<file path="src/rtl/pfu_pkg.sv">
// Shared types and defaults for the parallel fetch unit.
// State enum, halt word and default widths.
package pfu_pkg;

  localparam int PFU_NUM_PORTS = 4;
  localparam int PFU_ADDR_W    = 16;
  localparam int PFU_DATA_W    = 16;

  localparam logic [PFU_DATA_W-1:0] HALT_WORD = '1;

  typedef enum logic [1:0] {
    IDLE   = 2'd0,
    FETCH  = 2'd1,
    HALTED = 2'd2
  } pfu_state_e;

endpackage

</file>
<file path="src/rtl/pfu_port_ctrl.sv">
// One independent fetch port: IDLE/FETCH/HALTED with decode handshake.
// Optional stall counter under PFU_STALL_CNT_EN.
import pfu_pkg::*;

module pfu_port_ctrl #(
  parameter int ADDR_W = PFU_ADDR_W,
  parameter int DATA_W = PFU_DATA_W
) (
  input  logic              clk,
  input  logic              clear_n,
  input  logic              start,
  input  logic [ADDR_W-1:0] start_pc,
  output logic [ADDR_W-1:0] mem_address,
  input  logic [DATA_W-1:0] mem_dataout,
  input  logic              redirect_valid,
  input  logic [ADDR_W-1:0] redirect_pc,
  input  logic              instr_ready,
  output logic [DATA_W-1:0] instr,
  output logic [ADDR_W-1:0] instr_pc,
  output logic              instr_valid,
`ifdef PFU_STALL_CNT_EN
  output logic [15:0]       stall_cnt,
`endif
  output logic              halted
);

  pfu_state_e        state_q, state_d;
  logic [ADDR_W-1:0] pc_q, pc_d;
  logic [DATA_W-1:0] instr_q, instr_d;
  logic [ADDR_W-1:0] ipc_q, ipc_d;
  logic              valid_q, valid_d;
  logic              halted_q, halted_d;
  logic              take;
  logic              is_halt;

  // All-ones word, evaluated at the port's own data width
  assign is_halt = &mem_dataout;
  assign take    = !valid_q || instr_ready;

  always_comb begin
    state_d  = state_q;
    pc_d     = pc_q;
    instr_d  = instr_q;
    ipc_d    = ipc_q;
    valid_d  = valid_q;
    halted_d = halted_q;
    unique case (state_q)
      IDLE: begin
        if (start) begin
          state_d = FETCH;
          pc_d    = start_pc;
        end
      end
      FETCH: begin
        if (redirect_valid) begin
          pc_d    = redirect_pc;
          valid_d = 1'b0;
        end else if (take) begin
          if (is_halt) begin
            state_d  = HALTED;
            halted_d = 1'b1;
            valid_d  = 1'b0;
          end else begin
            instr_d = mem_dataout;
            ipc_d   = pc_q;
            valid_d = 1'b1;
            pc_d    = pc_q + ADDR_W'(1);
          end
        end
      end
      HALTED: begin
        if (valid_q && instr_ready) valid_d = 1'b0;
      end
      default: state_d = IDLE;
    endcase
  end

  always_ff @(posedge clk or negedge clear_n) begin
    if (!clear_n) begin
      state_q  <= IDLE;
      pc_q     <= '0;
      instr_q  <= '0;
      ipc_q    <= '0;
      valid_q  <= 1'b0;
      halted_q <= 1'b0;
    end else begin
      state_q  <= state_d;
      pc_q     <= pc_d;
      instr_q  <= instr_d;
      ipc_q    <= ipc_d;
      valid_q  <= valid_d;
      halted_q <= halted_d;
    end
  end

`ifdef PFU_STALL_CNT_EN
  logic [15:0] cnt_q, cnt_d;

  always_comb begin
    cnt_d = cnt_q;
    if (state_q == IDLE && start) begin
      cnt_d = '0;
    end else if (state_q == FETCH && valid_q && !instr_ready) begin
      if (cnt_q != '1) cnt_d = cnt_q + 16'd1;
    end
  end

  always_ff @(posedge clk or negedge clear_n) begin
    if (!clear_n) cnt_q <= '0;
    else          cnt_q <= cnt_d;
  end

  assign stall_cnt = cnt_q;
`endif

  assign mem_address = pc_q;
  assign instr       = instr_q;
  assign instr_pc    = ipc_q;
  assign instr_valid = valid_q;
  assign halted      = halted_q;

endmodule

</file>
<file path="src/rtl/parallel_fetch_unit.sv">
// NUM_PORTS independent fetch ports sharing clock, reset and start.
// Define PFU_STALL_CNT_EN to add per-port stall counters.
import pfu_pkg::*;

module parallel_fetch_unit #(
  parameter int NUM_PORTS = PFU_NUM_PORTS,
  parameter int ADDR_W    = PFU_ADDR_W,
  parameter int DATA_W    = PFU_DATA_W
) (
  input  logic                 clk,
  input  logic                 clear_n,
  input  logic                 start,
  input  logic [ADDR_W-1:0]    start_pc       [0:NUM_PORTS-1],
  output logic [ADDR_W-1:0]    mem_address    [0:NUM_PORTS-1],
  input  logic [DATA_W-1:0]    mem_dataout    [0:NUM_PORTS-1],
  input  logic [NUM_PORTS-1:0] redirect_valid,
  input  logic [ADDR_W-1:0]    redirect_pc    [0:NUM_PORTS-1],
  output logic [DATA_W-1:0]    instr          [0:NUM_PORTS-1],
  output logic [ADDR_W-1:0]    instr_pc       [0:NUM_PORTS-1],
  output logic [NUM_PORTS-1:0] instr_valid,
  input  logic [NUM_PORTS-1:0] instr_ready,
`ifdef PFU_STALL_CNT_EN
  output logic [15:0]          stall_cnt      [0:NUM_PORTS-1],
`endif
  output logic [NUM_PORTS-1:0] halted,
  output logic                 all_halted
);

  for (genvar i = 0; i < NUM_PORTS; i++) begin : g_port
    pfu_port_ctrl #(
      .ADDR_W(ADDR_W),
      .DATA_W(DATA_W)
    ) u_ctrl (
      .clk           (clk),
      .clear_n       (clear_n),
      .start         (start),
      .start_pc      (start_pc[i]),
      .mem_address   (mem_address[i]),
      .mem_dataout   (mem_dataout[i]),
      .redirect_valid(redirect_valid[i]),
      .redirect_pc   (redirect_pc[i]),
      .instr_ready   (instr_ready[i]),
      .instr         (instr[i]),
      .instr_pc      (instr_pc[i]),
      .instr_valid   (instr_valid[i]),
`ifdef PFU_STALL_CNT_EN
      .stall_cnt     (stall_cnt[i]),
`endif
      .halted        (halted[i])
    );
  end

  // A port can only be halted after leaving IDLE
  assign all_halted = &halted;

endmodule

</file>
<file path="config.mk">
export PLATFORM = sky130hd
export DESIGN_NAME = parallel_fetch_unit
export DESIGN_NICKNAME = d
export VERILOG_FILES = /design/src/rtl/pfu_pkg.sv /design/src/rtl/pfu_port_ctrl.sv /design/src/rtl/parallel_fetch_unit.sv
export SDC_FILE = /design/constraint.sdc
export NUM_CORES = 1
export LEC_CHECK = 0
export CORE_AREA = 2 2 222 115
export CTS_BUF_LIST = sky130_fd_sc_hd__clkbuf_2 sky130_fd_sc_hd__clkbuf_4 sky130_fd_sc_hd__clkbuf_8
export CTS_CLUSTER_SIZE = 20
export DETAILED_ROUTE_END_ITERATION = 10
export DIE_AREA = 0 0 224 117
export GPL_ROUTABILITY_DRIVEN = 0
export GPL_TIMING_DRIVEN = 0
export HOLD_SLACK_MARGIN = 0.15
export PLACE_DENSITY_LB_ADDON = 0.2
export SLEW_MARGIN = 5
export SYNTH_ARGS = -nofsm -noshare
export SYNTH_HDL_FRONTEND = slang
export SYNTH_SLANG_ARGS = --single-unit
export TNS_END_PERCENT = 50
</file>
<file path="constraint.sdc">
create_clock -name clk -period 3.58 [get_ports clk]
set_clock_uncertainty 0.05 [all_clocks]
set_input_delay 0.716 -clock clk [delete_from_list [all_inputs] [get_ports clk]]
set_output_delay 0.716 -clock clk [all_outputs]
set_load 0.05 [all_outputs]
</file>
=== After elaboration in Yosys (flattened, before gate mapping) ===
Cells that the tools add are included.

* Memories kept: 0
* Bits in read-only memories: 0
* Bits in writable memories: 0
* Register bits: 208
* Latch bits: 0
* Bits of input ports: 203
* Logic and storage cells: 182

* Shift-type cells: 0
* Add/subtract/negate cells: 4
* Equal/unequal tests: 36
* Multipliers: 0
* Muxes and demuxes: 57
* Divide/modulo/power cells: 0
* Bitwise logic cells: 12
* Reductions and logical operators: 49
* Magnitude comparators: 0

{| class="wikitable"
|+ Operators with widths
! kind !! number
|-
| two-way mux 16 bit || 16
|-
| case mux 16 bit (2 select lines) || 4
|-
| AND reduction 19 bit || 4
|-
| adder 16 x 1 -> 16 bit, second input constant || 4
|-
| AND reduction 16 bit || 4
|-
| AND reduction 4 bit || 9
|-
| two-way mux 2 bit || 13
|-
| inequality test 2 x 1 -> 1 bit, second input constant || 12
|-
| case mux 2 bit (3 select lines) || 4
|-
| AND reduction 5 bit || 4
|-
| two-way mux 1 bit || 16
|-
| inequality test 2 bit, second input constant || 8
|-
| nonzero test 2 bit || 8
|-
| inequality test 3 x 2 -> 1 bit, second input constant || 4
|-
| inequality test 3 bit, second input constant || 4
|-
| NOT 1 bit || 12
|-
| AND reduction 3 bit || 4
|-
| equality test 2 x 1 -> 1 bit, second input constant || 4
|-
| equality test 2 bit, second input constant || 4
|-
| logical NOT 2 bit || 4
|-
| case mux 1 bit (2 select lines) || 4
|-
| logical AND 1 bit || 4
|-
| logical NOT 1 bit || 4
|-
| logical OR 1 bit || 4
|}

=== Longest topological paths before layout ===
* Word-level depth: 5
* Gate-level depth with buffers: 8
* Mapped depth without buffers: 6

=== Modules after synthesis ===
Synthesis repeated with hierarchy kept, for this count alone.

* Cell total of the unflattened synthesis: 1014
* Area total of the unflattened synthesis: 10978.0 um2

{| class="wikitable"
|+ By module, submodules not included
! module !! area each (um2) !! sequential area each (um2) !! cells each !! instances
|-
| pfu_port_ctrl (g_port[1].u_ctrl ...) || 2810.2 || 1301.2 || 251 || 2
|-
| pfu_port_ctrl (g_port[3].u_ctrl) || 2742.6 || 1301.2 || 252 || 1
|-
| pfu_port_ctrl (g_port[0].u_ctrl) || 2606.2 || 1301.2 || 259 || 1
|-
| parallel_fetch_unit || 8.8 || 0.0 || 1 || 1
|}

=== Worst setup path before layout ===
Ideal clock, no wire load.

* Path kind: flip-flop to flip-flop
* Start point: register g_port[1].u_ctrl.pc_q[0]
* End point: register g_port[1].u_ctrl.pc_q[12]
* Buffers on the path: 0
* Setup slack: 1326 ps
* Arrival: 2083 ps
* Cell stages (with the launch flop): 7
* Cells stage by stage: dfrtp_1 ha_1 nand4_1 or4_1 o31ai_1 a21oi_1 o22a_1

* Word-level cells in the longest chain between the ends: 5

{| class="wikitable"
|+ Ends and longest elaborated chain
! item !! line !! text
|-
| from (decl) || pfu_port_ctrl.sv:28 || <nowiki>logic [ADDR_W-1:0] pc_q, pc_d;</nowiki>
|-
| from (signal assigned) || pfu_port_ctrl.sv:88 || <nowiki>pc_q <= pc_d;</nowiki>
|-
| adder 16 x 1 -> 16 bit || pfu_port_ctrl.sv:67 || <nowiki>pc_d = pc_q + ADDR_W'(1);</nowiki>
|-
| two-way mux 16 bit || pfu_port_ctrl.sv:59 || <nowiki>if (is_halt) begin</nowiki>
|-
| two-way mux 16 bit || pfu_port_ctrl.sv:58 || <nowiki>end else if (take) begin</nowiki>
|-
| two-way mux 16 bit || pfu_port_ctrl.sv:55 || <nowiki>if (redirect_valid) begin</nowiki>
|-
| case mux 16 bit (2 select lines) || pfu_port_ctrl.sv:47 || <nowiki>unique case (state_q)</nowiki>
|}

Every way passes these cells. The select of a mux whose other input is x is not followed.
A chain may end at the register's enable or synchronous reset.

=== Worst setup path after layout ===
* Start point: register g_port[3].u_ctrl.halted_q
* End point: output port all_halted

* Word-level cells in the longest chain between the ends: 1

{| class="wikitable"
|+ Ends and longest elaborated chain
! item !! line !! text
|-
| from (decl) || pfu_port_ctrl.sv:32 || <nowiki>logic halted_q, halted_d;</nowiki>
|-
| from (signal assigned) || pfu_port_ctrl.sv:92 || <nowiki>halted_q <= halted_d;</nowiki>
|-
| AND reduction 4 bit || parallel_fetch_unit.sv:54 || <nowiki>assign all_halted = &halted;</nowiki>
|-
| to (decl) || parallel_fetch_unit.sv:26 || <nowiki>output logic all_halted</nowiki>
|}

Every way passes these cells.

==> out/qor.yml <==
final_common_cell: "clkdlybuf4s50_1"
via_per_inst: 5.76
drv_cap: 0
nFillCells: 1975
cp_max_fo: 3
clk_pin_slew_ns: 0.07
pre_cts_slack_ns: 0.373
critPathLaunchType: "flip-flop"
fin_hold_ws_ns: 0.436
ios: 404
reg2reg_to: "g_port[1].u_ctrl.instr_pc[14]$_DFFE_PN0P_"
post_cts_resized: 0
numCtsBuffers: 31
worstRegToRegCells: 6
cp.arrival_ns: 2.06
ys_seq_elements: 208
design_area_mm2: 0.0158
clock_latency_ns: 0.59
synth_edf_count: 0
r2r_slack_ns: 1.21
hold_viol: 0
critPathCaptureType: "output pin"
synth.yosys.seq_area_share_pct: 48.6
hpwl_mm: 29.0
critPathBufInv: 1
first_pass_iters: 6
synth_warnings: 0
crit_chain: "and4_1 > clkdlybuf4s50_1"
rsz0062_at_grt: "no"
finalSetupViolCount: 0
slew_violations: 0
crit_type: "reg2out"
postPlaceCellArea_mm2: 0.0152
cts_tree: "built"
min_period_ns: 2.82
placementRows: 41
slowest_stage: "clkdlybuf4s50_1"
clockBufferDepth: 3
ir_drop_mv: 0.471
min_period_over_period_pct: 78.9
tightest_slew_ns: 0.815
vias: 10352
relSlewSlack_pct: 45.7
core_mm2: 0.0245
drt_iter0_drc: 955
max_stage_delay_ns: 0.85
postCtsHoldBufs: 1
die-area_mm2: 0.0262
grt_pass1_wl_mm: 56.6
syn_area_per_cell_um2: 10.5
async_reset_ff_share_pct: 100
worstHoldPathType: "reg2reg"
fmax_mhz: 354
cts_setup_buffers: 0
hold_end: "g_port[2].u_ctrl.instr[14]$_DFFE_PN0P_"
crit_start: "g_port[3].u_ctrl.halted$_DFFE_PN0P_"
hp-start: "g_port[2].u_ctrl.instr[14]$_DFFE_PN0P_"
antennaDiodeCount: 0
area_growth_pct: 47.9
antenna_found_initial: 0
syn-instance-count: 1018
die_w_um: 224
drive_gt1_share_pct: 15.7
grt_max_degree: 77
ant_nets: 0
path_delay_family: "buffers and inverters"
grt.overflow.total: 0
fin_tns_setup_ns: 0
cts.htree.levels: 1
drc: 0
final_cell_mix: "401 x clkdlybuf4s50_1, 208 x dfrtp_1, 93 x nand2_1, 87 x mux2_2, 64 x a21oi_1"
cts_num_sinks: 208
grtUsageTotal_pct: 27.8
total_power_mw: 8.62
status: "finished clean"
hold_depth: 1
synth.distinct_cells: 67
worst_slack_ns: 0.757
synth_flop_cell: "dfrtp_1"
final_core_util_pct: 64.7
die_h_um: 117
r2r_start: "g_port[1].u_ctrl.state_q[1]$_DFFE_PN0P_"
p_per_area_mw_per_mm2: 544
start_util_pct: 43.7
fin_cells: 1798
avgRoutedWirePerCell_um: 21.1
port_buffers: 402
post-place-cells: 1744
p_leak_nw: 6.55
syn_area_mm2: 0.0107
cp.required_ns: 2.81
final_nets: 1663
drt_wl_total_mm: 38.0
mappedNetlistNets: 1225
cts-root-buf: "clkbuf_8"
grt_pass1_vias: 9756
==> worst max-delay path by stage <==
stage	endpoint	slack, ns	depth (start not counted)
CTS	all_halted	0.68	2
global placement	g_port[3].u_ctrl.instr[5]$_DFFE_PN0P_	-7.33	1
finish	all_halted	0.76	2
floorplan	g_port[1].u_ctrl.mem_address[12]$_DFFE_PN0P_	1.33	6
global route	all_halted	0.67	2
detailed placement	g_port[2].u_ctrl.instr[7]$_DFFE_PN0P_	0.37	6
==> worst reg2reg max path, stage by stage, from the launching register on <==
cell and delay (ns):
dfrtp_1 0.35, buf_2 0.17, nor2b_1 0.41, nand2_1 0.15, nor3_2 0.34, buf_2 0.40, mux2_2 0.39
==> cells by family after synthesis <==
logic type               count (synthesis)  share of synthesized area (%)
XOR/XNOR                                 5                          0.409
AO/OA/AOI/OAI                          261                           16.2
AND/OR/NAND/NOR                        320                           15.1
buffers and inverters                   85                           4.04
flip-flops                             208                           48.6
adder cells (fa/ha/maj)                  4                          0.468
multiplexers                           135                           15.2
==> cells in the mapped netlist, types with 6 or more instances <==
| library cell | count | area share [%] |
|---|---|---|
| nand2_1 | 93 | 3.3 |
| a31oi_1 | 40 | 2.3 |
| nand3_1 | 49 | 2.3 |
| and3_1 | 18 | 1.1 |
| nand2b_1 | 7 | 0.41 |
| mux2_4 | 29 | 4.1 |
| o31ai_1 | 11 | 0.77 |
| mux2_2 | 87 | 9.2 |
| and4_1 | 9 | 0.74 |
| nand4_1 | 30 | 1.8 |
| nor2b_1 | 11 | 0.64 |
| a21oi_1 | 64 | 3.0 |
| nor2_1 | 61 | 2.1 |
| nor3_1 | 9 | 0.42 |
| buf_4 | 15 | 1.1 |
| dfrtp_1 | 208 | 49 |
| o22a_1 | 12 | 0.98 |
| o22ai_1 | 8 | 0.47 |
| o21bai_1 | 8 | 0.56 |
| clkbuf_1 | 26 | 0.91 |
| o211ai_1 | 12 | 0.84 |
| mux2_1 | 14 | 1.5 |
| o21ai_0 | 42 | 2.0 |
| inv_1 | 16 | 0.56 |
| nor4_1 | 8 | 0.47 |
| and4b_1 | 6 | 0.56 |
| buf_2 | 22 | 1.0 |
==> where the power goes <==
part	internal [mW]	total (mW)	switching [mW]
logic	1.32	3.46	2.14
registers	2.75	3.11	0.362
clock network	1.08	2.05	0.973
total	5.14	8.62	3.48
==> flip-flops by register name (all words and copies together), names as in the netlist <==
| name | count |
|---|---|
| g_port.u_ctrl.instr_valid | 4 |
| g_port.u_ctrl.halted | 4 |
| g_port.u_ctrl.instr | 64 |
| g_port.u_ctrl.state_q | 8 |
| g_port.u_ctrl.mem_address | 64 |
| g_port.u_ctrl.instr_pc | 64 |
==> routing by layer <==
metal,up-vias,GRT usage (%),share of wire (%)
li1,4697,-,-
met1,5061,41.7,47
met2,539,40.4,42
met3,55,7.19,9.5
met4,0,5.87,2.0
met5,-,0,0
==> area by class of cell <==
| cell class | count | area, um2 | share of cell area [%] |
|---|---|---|---|
| Inverter | 17 | 63.8 | 0.403 |
| Sequential cell | 208 | 5200 | 32.9 |
| Clock buffer | 45 | 563 | 3.56 |
| Clock inverter | 8 | 71.3 | 0.450 |
| Buffer | 68 | 369 | 2.33 |
| Tap cell | 322 | 403 | 2.54 |
| Multi-Input combinational cell | 725 | 5070 | 32.0 |
| Timing Repair Buffer | 405 | 4090 | 25.9 |
No activity file was read; power rests on OpenSTA's default activity.
